`src/rtl/j1_uart.sv`:
```
// j1_uart -- memory-mapped UART for the J1 I/O bus.
//
// Registers (relative to BASE):
//   +0 DATA   write: queue a byte for transmit; read: {rx_valid, 7'b0, rx_byte}, clears rx_valid
//   +2 STATUS {10'b0, rx_ferr, tx_drop, rx_overrun, rx_valid, tx_empty, tx_full}; read clears bits 3..5
//   +4 DIV    clocks per bit, 16 bits; values below 2 are stored as 2
//
// Ports:
//   sys_clk_i, sys_rst_n_i   clock, synchronous active-low reset
//   io_rd, io_wr, io_addr    J1 bus strobes and address
//   io_dout / io_din         J1 write data in / read data out (combinational, 0 when not hit)
//   hit                      io_addr selects one of this block's registers
//   uart_txd / uart_rxd      serial out (registered, idle high) / serial in (asynchronous)
module j1_uart #(
   parameter logic [15:0] BASE      = 16'h6400,
   parameter logic [15:0] DIV_RESET = 16'd69,
   parameter int unsigned FIFO_LOG2 = 4
) (
   input  logic        sys_clk_i,
   input  logic        sys_rst_n_i,
   input  logic        io_rd,
   input  logic        io_wr,
   input  logic [15:0] io_addr,
   input  logic [15:0] io_dout,
   output logic [15:0] io_din,
   output logic        hit,
   output logic        uart_txd,
   input  logic        uart_rxd
);
   localparam int unsigned DEPTH = 1 << FIFO_LOG2;
   localparam logic [FIFO_LOG2:0]   CNT_FULL = (FIFO_LOG2+1)'(DEPTH);
   localparam logic [FIFO_LOG2:0]   CNT_ONE  = (FIFO_LOG2+1)'(1);
   localparam logic [FIFO_LOG2-1:0] PTR_ONE  = FIFO_LOG2'(1);

   typedef enum logic [1:0] {TX_IDLE, TX_START, TX_DATA, TX_STOP} tx_state_t;
   typedef enum logic [1:0] {RX_IDLE, RX_START, RX_DATA, RX_STOP} rx_state_t;

   // ---------------- bus decode ----------------
   logic sel_data, sel_stat, sel_div;
   logic wr_data, rd_data, rd_stat, wr_div;
   assign sel_data = (io_addr == BASE);
   assign sel_stat = (io_addr == BASE + 16'd2);
   assign sel_div  = (io_addr == BASE + 16'd4);
   assign hit      = sel_data | sel_stat | sel_div;
   assign wr_data  = io_wr & sel_data;
   assign rd_data  = io_rd & sel_data;
   assign rd_stat  = io_rd & sel_stat;
   assign wr_div   = io_wr & sel_div;

   // ---------------- registers ----------------
   logic [15:0] div_q;
   logic        rx_valid_q, overrun_q, drop_q, ferr_q;
   logic [7:0]  rx_byte_q;

   // ---------------- TX FIFO ----------------
   logic [7:0]           fifo_mem [DEPTH];
   logic [FIFO_LOG2-1:0] wr_ptr_q, rd_ptr_q;
   logic [FIFO_LOG2:0]   count_q;
   logic                 fifo_full, fifo_empty, push, tx_pop;
   assign fifo_full  = (count_q == CNT_FULL);
   assign fifo_empty = (count_q == '0);
   assign push       = wr_data & ~fifo_full;   // a push into a full FIFO is lost

   always_ff @(posedge sys_clk_i) begin
      if (push) fifo_mem[wr_ptr_q] <= io_dout[7:0];
   end

   always_ff @(posedge sys_clk_i) begin
      if (!sys_rst_n_i) begin
         wr_ptr_q <= '0;
         rd_ptr_q <= '0;
         count_q  <= '0;
      end else begin
         if (push)   wr_ptr_q <= wr_ptr_q + PTR_ONE;
         if (tx_pop) rd_ptr_q <= rd_ptr_q + PTR_ONE;
         if (push && !tx_pop)      count_q <= count_q + CNT_ONE;
         else if (!push && tx_pop) count_q <= count_q - CNT_ONE;
      end
   end

   // ---------------- TX FSM ----------------
   tx_state_t   tx_state_q, tx_state_d;
   logic [15:0] tx_cnt_q, tx_cnt_d, tx_div_q, tx_div_d;
   logic [2:0]  tx_bit_q, tx_bit_d;
   logic [7:0]  tx_shift_q, tx_shift_d;
   logic        txd_q, txd_d, tx_bit_end;
   assign tx_bit_end = (tx_cnt_q == tx_div_q - 16'd1);
   assign uart_txd   = txd_q;

   always_ff @(posedge sys_clk_i) begin
      if (!sys_rst_n_i) begin
         tx_state_q <= TX_IDLE;
         tx_cnt_q   <= '0;
         tx_div_q   <= DIV_RESET;
         tx_bit_q   <= '0;
         tx_shift_q <= '0;
         txd_q      <= 1'b1;
      end else begin
         tx_state_q <= tx_state_d;
         tx_cnt_q   <= tx_cnt_d;
         tx_div_q   <= tx_div_d;
         tx_bit_q   <= tx_bit_d;
         tx_shift_q <= tx_shift_d;
         txd_q      <= txd_d;
      end
   end

   always_comb begin
      tx_state_d = tx_state_q;
      tx_cnt_d   = tx_cnt_q + 16'd1;
      tx_div_d   = tx_div_q;
      tx_bit_d   = tx_bit_q;
      tx_shift_d = tx_shift_q;
      txd_d      = txd_q;
      tx_pop     = 1'b0;
      // Frame start: shared by IDLE and the end of STOP so back-to-back bytes have no gap.
      // The divisor is captured here so a DIV write never stretches a frame in flight.
      if ((tx_state_q == TX_IDLE || (tx_state_q == TX_STOP && tx_bit_end)) && !fifo_empty) begin
         tx_pop     = 1'b1;
         tx_state_d = TX_START;
         tx_cnt_d   = '0;
         tx_div_d   = div_q;
         tx_shift_d = fifo_mem[rd_ptr_q];
         txd_d      = 1'b0;
      end else begin
         case (tx_state_q)
            TX_IDLE: tx_cnt_d = '0;
            TX_START: if (tx_bit_end) begin
               tx_state_d = TX_DATA;
               tx_cnt_d   = '0;
               tx_bit_d   = '0;
               txd_d      = tx_shift_q[0];
               tx_shift_d = tx_shift_q >> 1;
            end
            TX_DATA: if (tx_bit_end) begin
               tx_cnt_d = '0;
               if (tx_bit_q == 3'd7) begin
                  tx_state_d = TX_STOP;
                  txd_d      = 1'b1;
               end else begin
                  tx_bit_d   = tx_bit_q + 3'd1;
                  txd_d      = tx_shift_q[0];
                  tx_shift_d = tx_shift_q >> 1;
               end
            end
            TX_STOP: if (tx_bit_end) begin
               tx_state_d = TX_IDLE;
               tx_cnt_d   = '0;
            end
            default: tx_state_d = TX_IDLE;
         endcase
      end
   end

   // ---------------- RX path ----------------
   logic        sync1_q, sync2_q, rx_prev_q;
   rx_state_t   rx_state_q, rx_state_d;
   logic [15:0] rx_cnt_q, rx_cnt_d, rx_div_q, rx_div_d;
   logic [2:0]  rx_bit_q, rx_bit_d;
   logic [7:0]  rx_shift_q, rx_shift_d;
   logic        rx_done, rx_stop_ok;

   always_ff @(posedge sys_clk_i) begin
      if (!sys_rst_n_i) begin
         sync1_q    <= 1'b1;
         sync2_q    <= 1'b1;
         rx_prev_q  <= 1'b1;
         rx_state_q <= RX_IDLE;
         rx_cnt_q   <= '0;
         rx_div_q   <= DIV_RESET;
         rx_bit_q   <= '0;
         rx_shift_q <= '0;
      end else begin
         sync1_q    <= uart_rxd;
         sync2_q    <= sync1_q;
         rx_prev_q  <= sync2_q;
         rx_state_q <= rx_state_d;
         rx_cnt_q   <= rx_cnt_d;
         rx_div_q   <= rx_div_d;
         rx_bit_q   <= rx_bit_d;
         rx_shift_q <= rx_shift_d;
      end
   end

   always_comb begin
      rx_state_d = rx_state_q;
      rx_cnt_d   = rx_cnt_q + 16'd1;
      rx_div_d   = rx_div_q;
      rx_bit_d   = rx_bit_q;
      rx_shift_d = rx_shift_q;
      rx_done    = 1'b0;
      rx_stop_ok = 1'b0;
      case (rx_state_q)
         RX_IDLE: begin
            rx_cnt_d = '0;
            if (rx_prev_q && !sync2_q) begin
               rx_state_d = RX_START;
               rx_div_d   = div_q;
            end
         end
         // Recheck at mid start bit; a line that is high again was a glitch.
         RX_START: if (rx_cnt_q == (rx_div_q >> 1) - 16'd1) begin
            rx_cnt_d   = '0;
            rx_bit_d   = '0;
            rx_state_d = sync2_q ? RX_IDLE : RX_DATA;
         end
         RX_DATA: if (rx_cnt_q == rx_div_q - 16'd1) begin
            rx_cnt_d   = '0;
            rx_shift_d = {sync2_q, rx_shift_q[7:1]};
            if (rx_bit_q == 3'd7) rx_state_d = RX_STOP;
            else                  rx_bit_d   = rx_bit_q + 3'd1;
         end
         RX_STOP: if (rx_cnt_q == rx_div_q - 16'd1) begin
            rx_done    = 1'b1;
            rx_stop_ok = sync2_q;
            rx_state_d = RX_IDLE;
         end
         default: rx_state_d = RX_IDLE;
      endcase
   end

   // ---------------- register updates ----------------
   always_ff @(posedge sys_clk_i) begin
      if (!sys_rst_n_i) begin
         div_q      <= DIV_RESET;
         rx_valid_q <= 1'b0;
         rx_byte_q  <= '0;
         overrun_q  <= 1'b0;
         drop_q     <= 1'b0;
         ferr_q     <= 1'b0;
      end else begin
         if (wr_div) div_q <= (io_dout < 16'd2) ? 16'd2 : io_dout;
         // A completing byte loads if the holding register is free or is being read now.
         if (rx_done && rx_stop_ok && (!rx_valid_q || rd_data)) begin
            rx_byte_q  <= rx_shift_q;
            rx_valid_q <= 1'b1;
         end else if (rd_data) begin
            rx_valid_q <= 1'b0;
         end
         // Clear-on-read first so a same-cycle set takes priority.
         if (rd_stat) begin
            overrun_q <= 1'b0;
            drop_q    <= 1'b0;
            ferr_q    <= 1'b0;
         end
         if (rx_done && rx_stop_ok && rx_valid_q && !rd_data) overrun_q <= 1'b1;
         if (wr_data && fifo_full)                            drop_q    <= 1'b1;
         if (rx_done && !rx_stop_ok)                          ferr_q    <= 1'b1;
      end
   end

   // ---------------- read mux ----------------
   logic tx_empty;
   assign tx_empty = fifo_empty & (tx_state_q == TX_IDLE);

   always_comb begin
      io_din = 16'h0000;
      if (sel_data)      io_din = {rx_valid_q, 7'b0, rx_byte_q};
      else if (sel_stat) io_din = {10'b0, ferr_q, drop_q, overrun_q, rx_valid_q, tx_empty, fifo_full};
      else if (sel_div)  io_din = div_q;
   end
endmodule

```
`config.mk`:
```
export PLATFORM = sky130hd
export DESIGN_NAME = j1_uart
export DESIGN_NICKNAME = d
export VERILOG_FILES = /design/src/rtl/j1_uart.sv
export SDC_FILE = /design/constraint.sdc
export NUM_CORES = 1
export LEC_CHECK = 0
export CORE_AREA = 2 2 170 172
export CTS_CLUSTER_SIZE = 28
export DETAILED_ROUTE_END_ITERATION = 16
export DIE_AREA = 0 0 172 174
export GPL_ROUTABILITY_DRIVEN = 0
export PLACE_DENSITY_LB_ADDON = 0.2
export SYNTH_ARGS = -nofsm -noshare
export SYNTH_HDL_FRONTEND = slang
export SYNTH_SLANG_ARGS = --single-unit
```
`constraint.sdc`:
```
create_clock -name sys_clk_i -period 4.3 [get_ports sys_clk_i]
set_input_delay 0.43 -clock sys_clk_i [delete_from_list [all_inputs] [get_ports sys_clk_i]]
set_output_delay 0.43 -clock sys_clk_i [all_outputs]
set_load 0.02 [all_outputs]
```
==> impl_metrics.yaml <==
run_status:
  outcome: "finished clean"
die:
  dieHeight_um: 174
  io-pin-count: 55
  core_sq_mm: 0.0282
  dieArea_sq_mm: 0.0299
  start_util: 0.441
  die_width_um: 172
  rows: 62
finish:
  drive_above_1_share: 0.115
  nNetsFinal: 1226
  layout.area.seq_sq_mm: 0.00663
  num_antenna_cells: 0
  multi_input_area_sq_mm: 0.00551
  nFillCells: 2557
  fin_area_sq_mm: 0.0144
  area_growth_pct: 15.5
power:
  clock_power_share: 0.365
  switching_share: 0.269
  leakagePower_nw: 4.97
  power.density_mw_per_mm2: 450
  pwr-share-seq: 0.445
  combPwrFrac: 0.190
  switching_power_mw: 1.74
  vdd_drop_max_mv: 0.360
  power.internal_mw: 4.73
timing:
  rsz0062_at_grt: "no"
  fmax_mhz: 250
  fin_crit_sh: 0.928
  setup_viol: 0
  period_needed_ps: 3990
  drv_slew: 0
  final-hold-violation-count: 0
  slew_headroom: 0.392
  tns_ps: 0
  worstMarginPinSlew_ps: 889
  fin_skew_ps: 35.8
global_route:
  grt_pass1_vias: 8220
  grt_overflow: 0
  grt_start_max_net_pins: 50
  track_usage: 0.189
  antenna_found_initial: 0
  grt_pass1_wl_mm: 45.0
synthesis:
  synthCells: 1109
  ys_seq_elements: 267
  synth_ff_type: "dfxtp_1"
  synth_edf_count: 128
  async_flop_share: 0
  syn_area_sq_mm: 0.0124
  synthTopCellsByArea: "edfxtp_1 31%, dfxtp_1 22%, mux4_2 7.2%, mux2i_1 4.5%, nor2_1 3.7%"
  ys_seq_area_frac: 0.532
  avgSynthCellArea_sq_um: 11.2
  synth_cell_types: 70
  yosysWarnings: 0
  synth_area_leader_cell: "edfxtp_1"
  syn-num-nets: 1172
  synth_top_area_share: 0.309
critical_path:
  critPathArrivalTime_ps: 4460
  cp_slowest_cell: "or4_4"
  crit_required_ps: 4770
  cp-start-kind: "register"
  path_cells: "or4_4 > or4_4 > nor4_4 > o221ai_1 > nor4_2 > buf_4 > o21ai_4 > ha_1 > inv_1 > ha_1 > a21o_1 > a21oi_1 > xnor2_1 > or3_1 > a21oi_1"
  cpPeakStageDelay_ps: 540
  crit_fanout: 8
  crit_type: "reg -> reg"
  cp-end-kind: "register"
cts:
  cts.reportedPaths.clkPinSlew_ps: 60
  clkLatencyLatePin_ps: 570
  cts_hold_buf: 0
  cts_tree: "built"
  cts_num_sinks: 267
  ctsLongestPathBuffers: 3
  cts_buffers: 28
  cts_root_buf: "clkbuf_16"
  htreeDepth: 1
flow_run:
  drv_cap: 0
route:
  vias: 8393
  routed_wirelength_mm: 27.8
  vias_per_cell: 5.35
  avgRoutedWirePerCell_um: 17.8
  drc: 0
  antenna_left: 0
  drt_iter0_markers: 486
  first_pass_iters: 5
place:
  dp.final_hpwl_mm: 19.5
  io_buffer_count: 54
  place_area_sq_mm: 0.0135
min_path:
  holdCritPathClass: "reg -> reg"
## cells in the mapped netlist, drive strengths merged (2+ instances only)
master	count
o2111ai	3
xor2	48
a22oi	6
dfxtp	139
mux2i	56
a211o	3
nor4	18
clkbuf	43
nand4b	2
o211ai	5
a22o	3
a21o	5
edfxtp	128
nand4	19
ha	25
mux4	40
nor2	124
and3	15
nor3	13
buf	20
inv	18
nor3b	6
o21a	2
nand3b	3
nand3	34
and4	3
or3	9
o21ai	22
a31oi	12
nor2b	6
xnor2	44
a211oi	6
nand2	112
o31ai	2
or2	5
a21oi	57
a41oi	3
nand2b	11
nor4b	2
and2	13
or4	5
## final cells by class
class	instances	area share
Clock inverter	11	0.00913
Tap cell	384	0.0334
Inverter	19	0.00496
Multi-Input combinational cell	760	0.383
Timing Repair Buffer	87	0.0545
Clock buffer	40	0.0539
Sequential cell	267	0.461
## flip-flops by register name, indices dropped and copies added (netlist names), 2 cells and up, named ones only
name,count
tx_div_q,16
rx_cnt_q,16
tx_state_q,2
count_q,5
fifo_mem,128
div_q,16
tx_shift_q,8
rd_ptr_q,4
rx_shift_q,8
tx_bit_q,3
rx_div_q,16
rx_byte_q,8
rx_bit_q,3
wr_ptr_q,4
tx_cnt_q,16
## layout by cell type (no fill, tap or decap), types with 4 or more instances in the layout
cell type,instances
clkbuf_1,9
nor2_1,124
or3_1,9
a22oi_1,6
a21oi_1,57
a211oi_1,6
clkbuf_16,28
a21o_1,5
buf_4,33
edfxtp_1,128
nand3_1,34
nor3b_1,5
nand2b_1,11
and2_1,13
ha_1,24
mux2i_1,56
o21ai_0,19
xor2_1,48
nor3_1,13
mux4_2,40
dfxtp_1,138
clkinv_1,4
nand2_1,112
xnor2_1,44
or2_2,5
and3_1,15
nand4_1,18
nor2b_1,6
nor4_1,12
clkdlybuf4s50_1,53
o211ai_1,5
a31oi_1,12
nor4_2,4
inv_1,18
## layer usage
layer | vias to the layer above | wire length (um) | global-route usage
li1 | 4123 | - | -
met4 | 0 | 506 | 0.0389
met5 | - | 0 | 0
met1 | 4082 | 12700 | 0.259
met3 | 34 | 1080 | 0.0246
met2 | 154 | 13600 | 0.323
## worst max-delay path: cells and delay by family, from the launching register on
| kind | cells | cell delay (ps) |
|---|---|---|
| buffers and inverters | 2 | 320 |
| AO/OA/AOI/OAI | 5 | 800 |
| adder cells (fa/ha/maj) | 2 | 510 |
| flip-flops | 1 | 370 |
| AND/OR/NAND/NOR | 5 | 1830 |
| XOR/XNOR | 1 | 90 |
## metrics by stage
stage	hold WS (ps)	instances	util	worst slack (ps)	power, mW
finish	416	1568	0.509	307	6.47
global placement	394	1517	0.477	194	4.16
floorplan	386	1109	-	261	3.84
detailed placement	398	1517	0.477	178	4.17
CTS	419	1568	0.509	147	6.55
global route	438	1568	0.509	19.7	6.76
## path summary, 6_finish.rpt
kind | cells after the start | start | endpoint | slack [ps]
min reg2reg | 1 | sync1_q | sync2_q | 420
max reg2reg | 15 | tx_div_q[7] | count_q[4] | 310
min | 1 | sync1_q | sync2_q | 420
max | 15 | tx_div_q[7] | count_q[4] | 310
## power by group through the flow
stage	clock, mW	sequential [mW]	combinational, mW
after floorplan	0	2.87	0.966
after global placement	0	2.94	1.23
after detailed placement	0	2.93	1.24
after CTS	2.43	2.88	1.25
after global routing	2.52	2.89	1.34
final	2.36	2.88	1.23
## timing repair
action | 4_1_cts | 5_1_grt
setup endpoints to repair | 0 | 2
setup buffers | 0 | 0
endpoints found under the hold margin | 0 | 0
gates resized for setup | 0 | 3
## logic make-up (layout without fill, tap and decap cells)
kind of cell	Yosys count	in the layout	share of synthesized area
compound gates	139	139	0.0700
xor+xnor	92	92	0.0647
fa+ha+maj	26	26	0.0267
buf+inv	82	157	0.0267
flops	267	267	0.532
mux	97	97	0.118
simple gates	406	406	0.161
Note: power is estimated with default switching activity, not from simulation.
